<file path="src/rtl/dt1_muldiv_seq_if.sv">
// Execute-stage handshake between the IE datapath and the RV32M multiply/divide sequencer.
interface dt1_muldiv_seq_if #(
   parameter int unsigned XLEN = 32
);
   logic            StartE;
   logic            FlushE;
   logic [2:0]      Funct3E;
   logic [XLEN-1:0] SrcAE;
   logic [XLEN-1:0] SrcBE;
   logic            StallMDE;
   logic            DoneE;
   logic [XLEN-1:0] MDResultE;

   modport master (
      output StartE, FlushE, Funct3E, SrcAE, SrcBE,
      input  StallMDE, DoneE, MDResultE
   );

   modport slave (
      input  StartE, FlushE, Funct3E, SrcAE, SrcBE,
      output StallMDE, DoneE, MDResultE
   );
endinterface

</file>
<file path="src/rtl/dt1_muldiv_seq.sv">
// RV32M multi-cycle sequencer: 32-step shift-add multiply / restoring divide on magnitudes,
// with sign fix-up in a final cycle and a one-cycle DoneE result pulse.
module dt1_muldiv_seq #(
   parameter int unsigned XLEN = 32,
   parameter int unsigned ITER = XLEN
) (
   input  logic             clk,
   input  logic             rst,
   dt1_muldiv_seq_if.slave  md
);
   localparam int unsigned CW = $clog2(ITER);

   typedef enum logic [1:0] {IDLE, CALC, FIX, DONE} state_t;

   state_t            state, stateNext;
   logic [2:0]        op;
   logic [CW-1:0]     cnt;
   logic              negQ, negR;
   logic [XLEN-1:0]   hi, lo, dvs, result;

   // Operand decode for the instruction presented in IDLE
   logic              isDiv, aSigned, bSigned, aNeg, bNeg, divZero, divOvf, special, accept;
   logic [XLEN-1:0]   aMag, bMag, specRes;

   assign isDiv   = md.Funct3E[2];
   assign aSigned = isDiv ? ~md.Funct3E[0] : (md.Funct3E == 3'b001 || md.Funct3E == 3'b010);
   assign bSigned = isDiv ? ~md.Funct3E[0] : (md.Funct3E == 3'b001);
   assign aNeg    = aSigned & md.SrcAE[XLEN-1];
   assign bNeg    = bSigned & md.SrcBE[XLEN-1];
   assign aMag    = aNeg ? -md.SrcAE : md.SrcAE;
   assign bMag    = bNeg ? -md.SrcBE : md.SrcBE;
   assign divZero = isDiv & (md.SrcBE == '0);
   assign divOvf  = isDiv & ~md.Funct3E[0] & (md.SrcAE == {1'b1, {(XLEN-1){1'b0}}}) & (md.SrcBE == '1);
   assign special = divZero | divOvf;
   // Overflow case: dividend is 0x80000000, which is also the DIV answer
   assign specRes = divZero ? (md.Funct3E[1] ? md.SrcAE : '1)
                            : (md.Funct3E[1] ? '0 : md.SrcAE);
   assign accept  = (state == IDLE) & md.StartE & ~md.FlushE;

   // One iteration of each algorithm; {hi,lo} holds acc/multiplier or rem/quotient
   logic [XLEN:0]     sum, shifted;
   logic              geq;
   logic [XLEN-1:0]   stepHi, stepLo;

   assign sum     = {1'b0, hi} + (lo[0] ? {1'b0, dvs} : '0);
   assign shifted = {hi, lo[XLEN-1]};
   assign geq     = shifted >= {1'b0, dvs};
   assign stepHi  = op[2] ? (geq ? shifted[XLEN-1:0] - dvs : shifted[XLEN-1:0]) : sum[XLEN:1];
   assign stepLo  = op[2] ? {lo[XLEN-2:0], geq} : {sum[0], lo[XLEN-1:1]};

   logic [2*XLEN-1:0] prodFix;
   logic [XLEN-1:0]   quoFix, remFix, fixRes;

   assign prodFix = negQ ? -{hi, lo} : {hi, lo};
   assign quoFix  = negQ ? -lo : lo;
   assign remFix  = negR ? -hi : hi;

   always_comb begin
      fixRes = remFix;
      case (op)
         3'b000:                 fixRes = prodFix[XLEN-1:0];
         3'b001, 3'b010, 3'b011: fixRes = prodFix[2*XLEN-1:XLEN];
         3'b100, 3'b101:         fixRes = quoFix;
         default:                fixRes = remFix;
      endcase
   end

   always_comb begin
      stateNext   = state;
      md.StallMDE = 1'b0;
      md.DoneE    = 1'b0;
      case (state)
         IDLE: begin
            md.StallMDE = rst & md.StartE & ~md.FlushE;
            if (accept) stateNext = special ? DONE : CALC;
         end
         CALC: begin
            md.StallMDE = 1'b1;
            if (md.FlushE)                      stateNext = IDLE;
            else if (cnt == CW'(ITER - 1))      stateNext = FIX;
         end
         FIX: begin
            md.StallMDE = 1'b1;
            stateNext   = md.FlushE ? IDLE : DONE;
         end
         DONE: begin
            md.DoneE  = 1'b1;
            stateNext = IDLE;
         end
         default: stateNext = IDLE;
      endcase
   end

   assign md.MDResultE = result;

   always_ff @(posedge clk) begin
      if (!rst) begin
         state  <= IDLE;
         op     <= '0;
         cnt    <= '0;
         negQ   <= 1'b0;
         negR   <= 1'b0;
         hi     <= '0;
         lo     <= '0;
         dvs    <= '0;
         result <= '0;
      end else begin
         state <= stateNext;
         case (state)
            IDLE: if (accept) begin
               op   <= md.Funct3E;
               negQ <= aNeg ^ bNeg;
               negR <= aNeg;
               cnt  <= '0;
               hi   <= '0;
               lo   <= aMag;
               dvs  <= bMag;
               if (special) result <= specRes;
            end
            CALC: begin
               hi  <= stepHi;
               lo  <= stepLo;
               cnt <= cnt + CW'(1);
            end
            FIX: if (!md.FlushE) result <= fixRes;
            default: ;
         endcase
      end
   end
endmodule
</file>
<file path="src/flat_wrapper.sv">
// flat-port wrapper written by rule: the top's interface ports become plain ports
module dt1_muldiv_seq_flat 
#(
   parameter int unsigned XLEN = 32,
   parameter int unsigned ITER = XLEN
)
  (clk, rst, md_StartE, md_FlushE, md_Funct3E, md_SrcAE, md_SrcBE, md_StallMDE, md_DoneE, md_MDResultE);
  dt1_muldiv_seq_if #(.XLEN(XLEN)) md_i ();
  input  logic clk;
  input  logic rst;
  input wire logic [$bits(md_i.StartE)-1:0] md_StartE;
  input wire logic [$bits(md_i.FlushE)-1:0] md_FlushE;
  input wire logic [$bits(md_i.Funct3E)-1:0] md_Funct3E;
  input wire logic [$bits(md_i.SrcAE)-1:0] md_SrcAE;
  input wire logic [$bits(md_i.SrcBE)-1:0] md_SrcBE;
  output wire logic [$bits(md_i.StallMDE)-1:0] md_StallMDE;
  output wire logic [$bits(md_i.DoneE)-1:0] md_DoneE;
  output wire logic [$bits(md_i.MDResultE)-1:0] md_MDResultE;
  assign md_i.StartE = md_StartE;
  assign md_i.FlushE = md_FlushE;
  assign md_i.Funct3E = md_Funct3E;
  assign md_i.SrcAE = md_SrcAE;
  assign md_i.SrcBE = md_SrcBE;
  assign md_StallMDE = md_i.StallMDE;
  assign md_DoneE = md_i.DoneE;
  assign md_MDResultE = md_i.MDResultE;
  dt1_muldiv_seq #(.XLEN(XLEN), .ITER(ITER)) u_core (.clk(clk), .rst(rst), .md(md_i));
endmodule
</file>
<file path="config.mk">
export PLATFORM = sky130hd
export DESIGN_NAME = dt1_muldiv_seq_flat
export DESIGN_NICKNAME = d
export VERILOG_FILES = /design/src/rtl/dt1_muldiv_seq_if.sv /design/src/rtl/dt1_muldiv_seq.sv /design/src/flat_wrapper.sv
export SDC_FILE = /design/constraint.sdc
export NUM_CORES = 1
export LEC_CHECK = 0
export ABC_AREA = 1
export ABC_CLOCK_PERIOD_IN_PS = 5600
export CORE_ASPECT_RATIO = 1.2
export CORE_UTILIZATION = 55
export CTS_CLUSTER_SIZE = 12
export DETAILED_ROUTE_END_ITERATION = 7
export PLACE_DENSITY = 0.83
export SYNTH_ARGS = -nofsm -noshare
export SYNTH_HDL_FRONTEND = slang
export SYNTH_SLANG_ARGS = --single-unit
</file>
<file path="constraint.sdc">
create_clock -name clk -period 5.6 [get_ports clk]
set_input_delay 1.68 -clock clk [delete_from_list [all_inputs] [get_ports clk]]
set_output_delay 1.68 -clock clk [all_outputs]
set_load 0.02 [all_outputs]
</file>
==> results_dict.tcl, run 1 <==
set metrics [dict create \
    grt_pass1_wl_um 124000 \
    finalSetupViolCount 0 \
    dieArea_um2 32700 \
    ctsHoldBuffers 0 \
    post-route-period-util_pct 87.4 \
    htreeDepth 4 \
    wl_per_cell_um 22.0 \
    fmax_mhz 204 \
    syn-cell-area_um2 17600 \
    synth_edf_count 0 \
    required_ns 3.92 \
    dr.pass1.iters 8 \
    fp.coreArea_um2 31400 \
    final_cell_mix "990 x nand2_1, 473 x inv_1, 371 x nor2_1" \
    cts_setup_buffers 0 \
    relSlewSlack_pct 18.7 \
    cts_sinks 140 \
    vias 23100 \
    endpoint_kind "primary output" \
    numPortBuffers 104 \
    multi_input_area_um2 12400 \
    grt_pass1_vias 21200 \
    ys_seq_area_share_pct 15.9 \
    post-route-drc-count 1 \
    critPathLaunchType "input port" \
    nets 3479 \
    clk_pin_slew_ns 0.06 \
    cts_tree "built" \
    setup-tns-final_ns 0 \
    rsz0062_at_grt "no" \
    globalplace.congestion 1.20 \
    area_growth_pct 10.3 \
    post-dp-hpwl_um 63100 \
    p_leak_nw 9.81 \
    post_drt_via_cell_ratio 6.17 \
    io_pins 105 \
    antenna_found_initial 6 \
    tightestPinTransition_ns 1.21 \
    hp-class "register to register" \
    ctsLongestPathBuffers 2 \
    ys.flop_type "dfxtp_1" \
    ys_types 52 \
    irDropWorstVdd_v 0.000307 \
    routed_wl_um 82500 \
    grt_max_degree 77 \
    grt-ovfl-total 0 \
    cp_max_fo 4 \
    ys_async_sr_fraction_pct 0 \
    register_area_um2 2810 \
    slew_violations 0 \
    fin_hold_ws_ns 0.473 \
    initial_utilization_pct 56.0 \
    cp.arrival_ns 3.21 \
    drt-initial-drc-count 3136 \
    synthCells 3299 \
    post-route-util_pct 61.8 \
    ant_nets 0 \
    rows 71 \
    clock_latency_ns 0.46 \
    synth_fp_nets 3448 \
    drive_above_1_share_pct 4.07 \
    final_cells 3745 \
    die_height_um 198 \
    period_needed_ns 4.89 \
    cts_buffers 17 \
    dp_cells 3712 \
    skew_ns 0.0124 \
    power.density_nw_per_um2 239 \
    cap_violations 0 \
    die_w_um 165 \
    cts_root_buf "clkbuf_16" \
    fill_cells 3128 \
    status "complete, but fails checks" \
    yosysWarnings 0 \
    layout_commonest_cell "nand2_1" \
    syn-mean-instance-area_um2 5.33 \
    violations "DRC" \
    crit_type "input port to primary output" \
    ys_ff_latch 140 \
    finalHoldViolations 0 \
    track_usage_pct 51.0 \
    cts.repair.resized 0 \
]
-- power by group --
part | switching (mW) | internal [mW]
sequential | 0.163 | 1.09
clock | 0.503 | 0.657
combinational | 1.57 | 0.642
-- cells in the mapped netlist, types with 6 or more instances --
cell type	count	area share, %
clkbuf_1	75	1.6
nand4_1	50	1.8
o21ai_1	24	0.68
a31oi_1	34	1.2
o21bai_1	9	0.38
dfxtp_1	140	16
nor2_4	6	0.38
nand3_1	283	8.1
a21oi_1	244	6.9
xor2_1	45	2.2
buf_2	19	0.54
ha_1	76	5.4
nand2_1	990	21
nor2_2	15	0.53
buf_6	6	0.38
or2_2	9	0.32
nor4_1	9	0.32
nor3_1	50	1.4
o211ai_1	24	1.0
nand2_2	11	0.39
xnor2_1	12	0.60
buf_1	13	0.28
nor2_1	372	7.9
inv_1	473	10
o21ai_0	232	6.6
nand3b_1	12	0.51
inv_2	10	0.21
-- worst max-delay path, stage by stage --
cell and delay (ns):
clkdlybuf4s50_1 0.47, inv_1 0.10, nand3_1 0.10, inv_2 0.08, nand2_1 0.05, a21oi_1 0.12, clkdlybuf4s50_1 0.62
-- cell type report --
| class | instances | area share, % |
|---|---|---|
| multi-input cells | 2556 | 64.2 |
| flip-flops and latches | 140 | 14.5 |
| inverters | 486 | 9.42 |
| repair buffers | 129 | 6.32 |
| well taps | 401 | 2.59 |
| clock buffers | 19 | 2.23 |
| clock inverters | 13 | 0.736 |
| diodes | 1 | 0.0129 |
-- flip-flops by register name, summed over array words and instances, names as in the netlist --
name,flops
u_core.negQ,1
u_core.op,3
u_core.lo,32
u_core.state,2
u_core.md.MDResultE,32
u_core.hi,32
u_core.dvs,32
u_core.negR,1
u_core.cnt,5
-- through the flow --
stage / total power [mW] / area [µm²] / worst slack [ns]
CTS: 4.50 / 19400 / 0.705
global route: 4.85 / 19400 / 0.621
finish: 4.62 / 19400 / 0.705
detailed placement: 3.35 / 18800 / 0.728
global placement: 3.32 / 18800 / 0.702
floorplan: 2.64 / 17600 / 1.27
-- kinds of logic after synthesis --
kind of cell,after synthesis,share of synthesized area (%)
simple gates,1828,44.0
buf+inv,603,13.3
compound gates,593,18.2
flops,140,15.9
fa+ha+maj,78,5.64
xor+xnor,57,2.84
-- layer usage --
metal | part of all wire [%] | GRT usage [%] | vias up
met4 | 11 | 47.4 | 8
met1 | 35 | 57.6 | 10300
met2 | 41 | 75.1 | 1638
met5 | 0.068 | 0 | -
li1 | - | - | 10700
met3 | 13 | 16.4 | 506
-- path summary, 6_finish.rpt --
path                                         startpoint                      end  slack (ns)  depth (start not counted)
worst min-delay path            u_core.md.MDResultE[21]  u_core.md.MDResultE[21]        0.47                          2
worst min register to register  u_core.md.MDResultE[21]  u_core.md.MDResultE[21]        0.47                          2
worst max register to register             u_core.lo[0]            u_core.hi[26]        1.73                         14
worst max-delay path                          md_FlushE              md_StallMDE        0.71                          7
(Power assumes the default switching activity.)
==> inputs of run 2 (changes only) <==
- SETUP_SLACK_MARGIN: default -> 0.3
==> results of run 2 <==
Same layout as run 1: the final DEF is identical, and so are final timing and power.
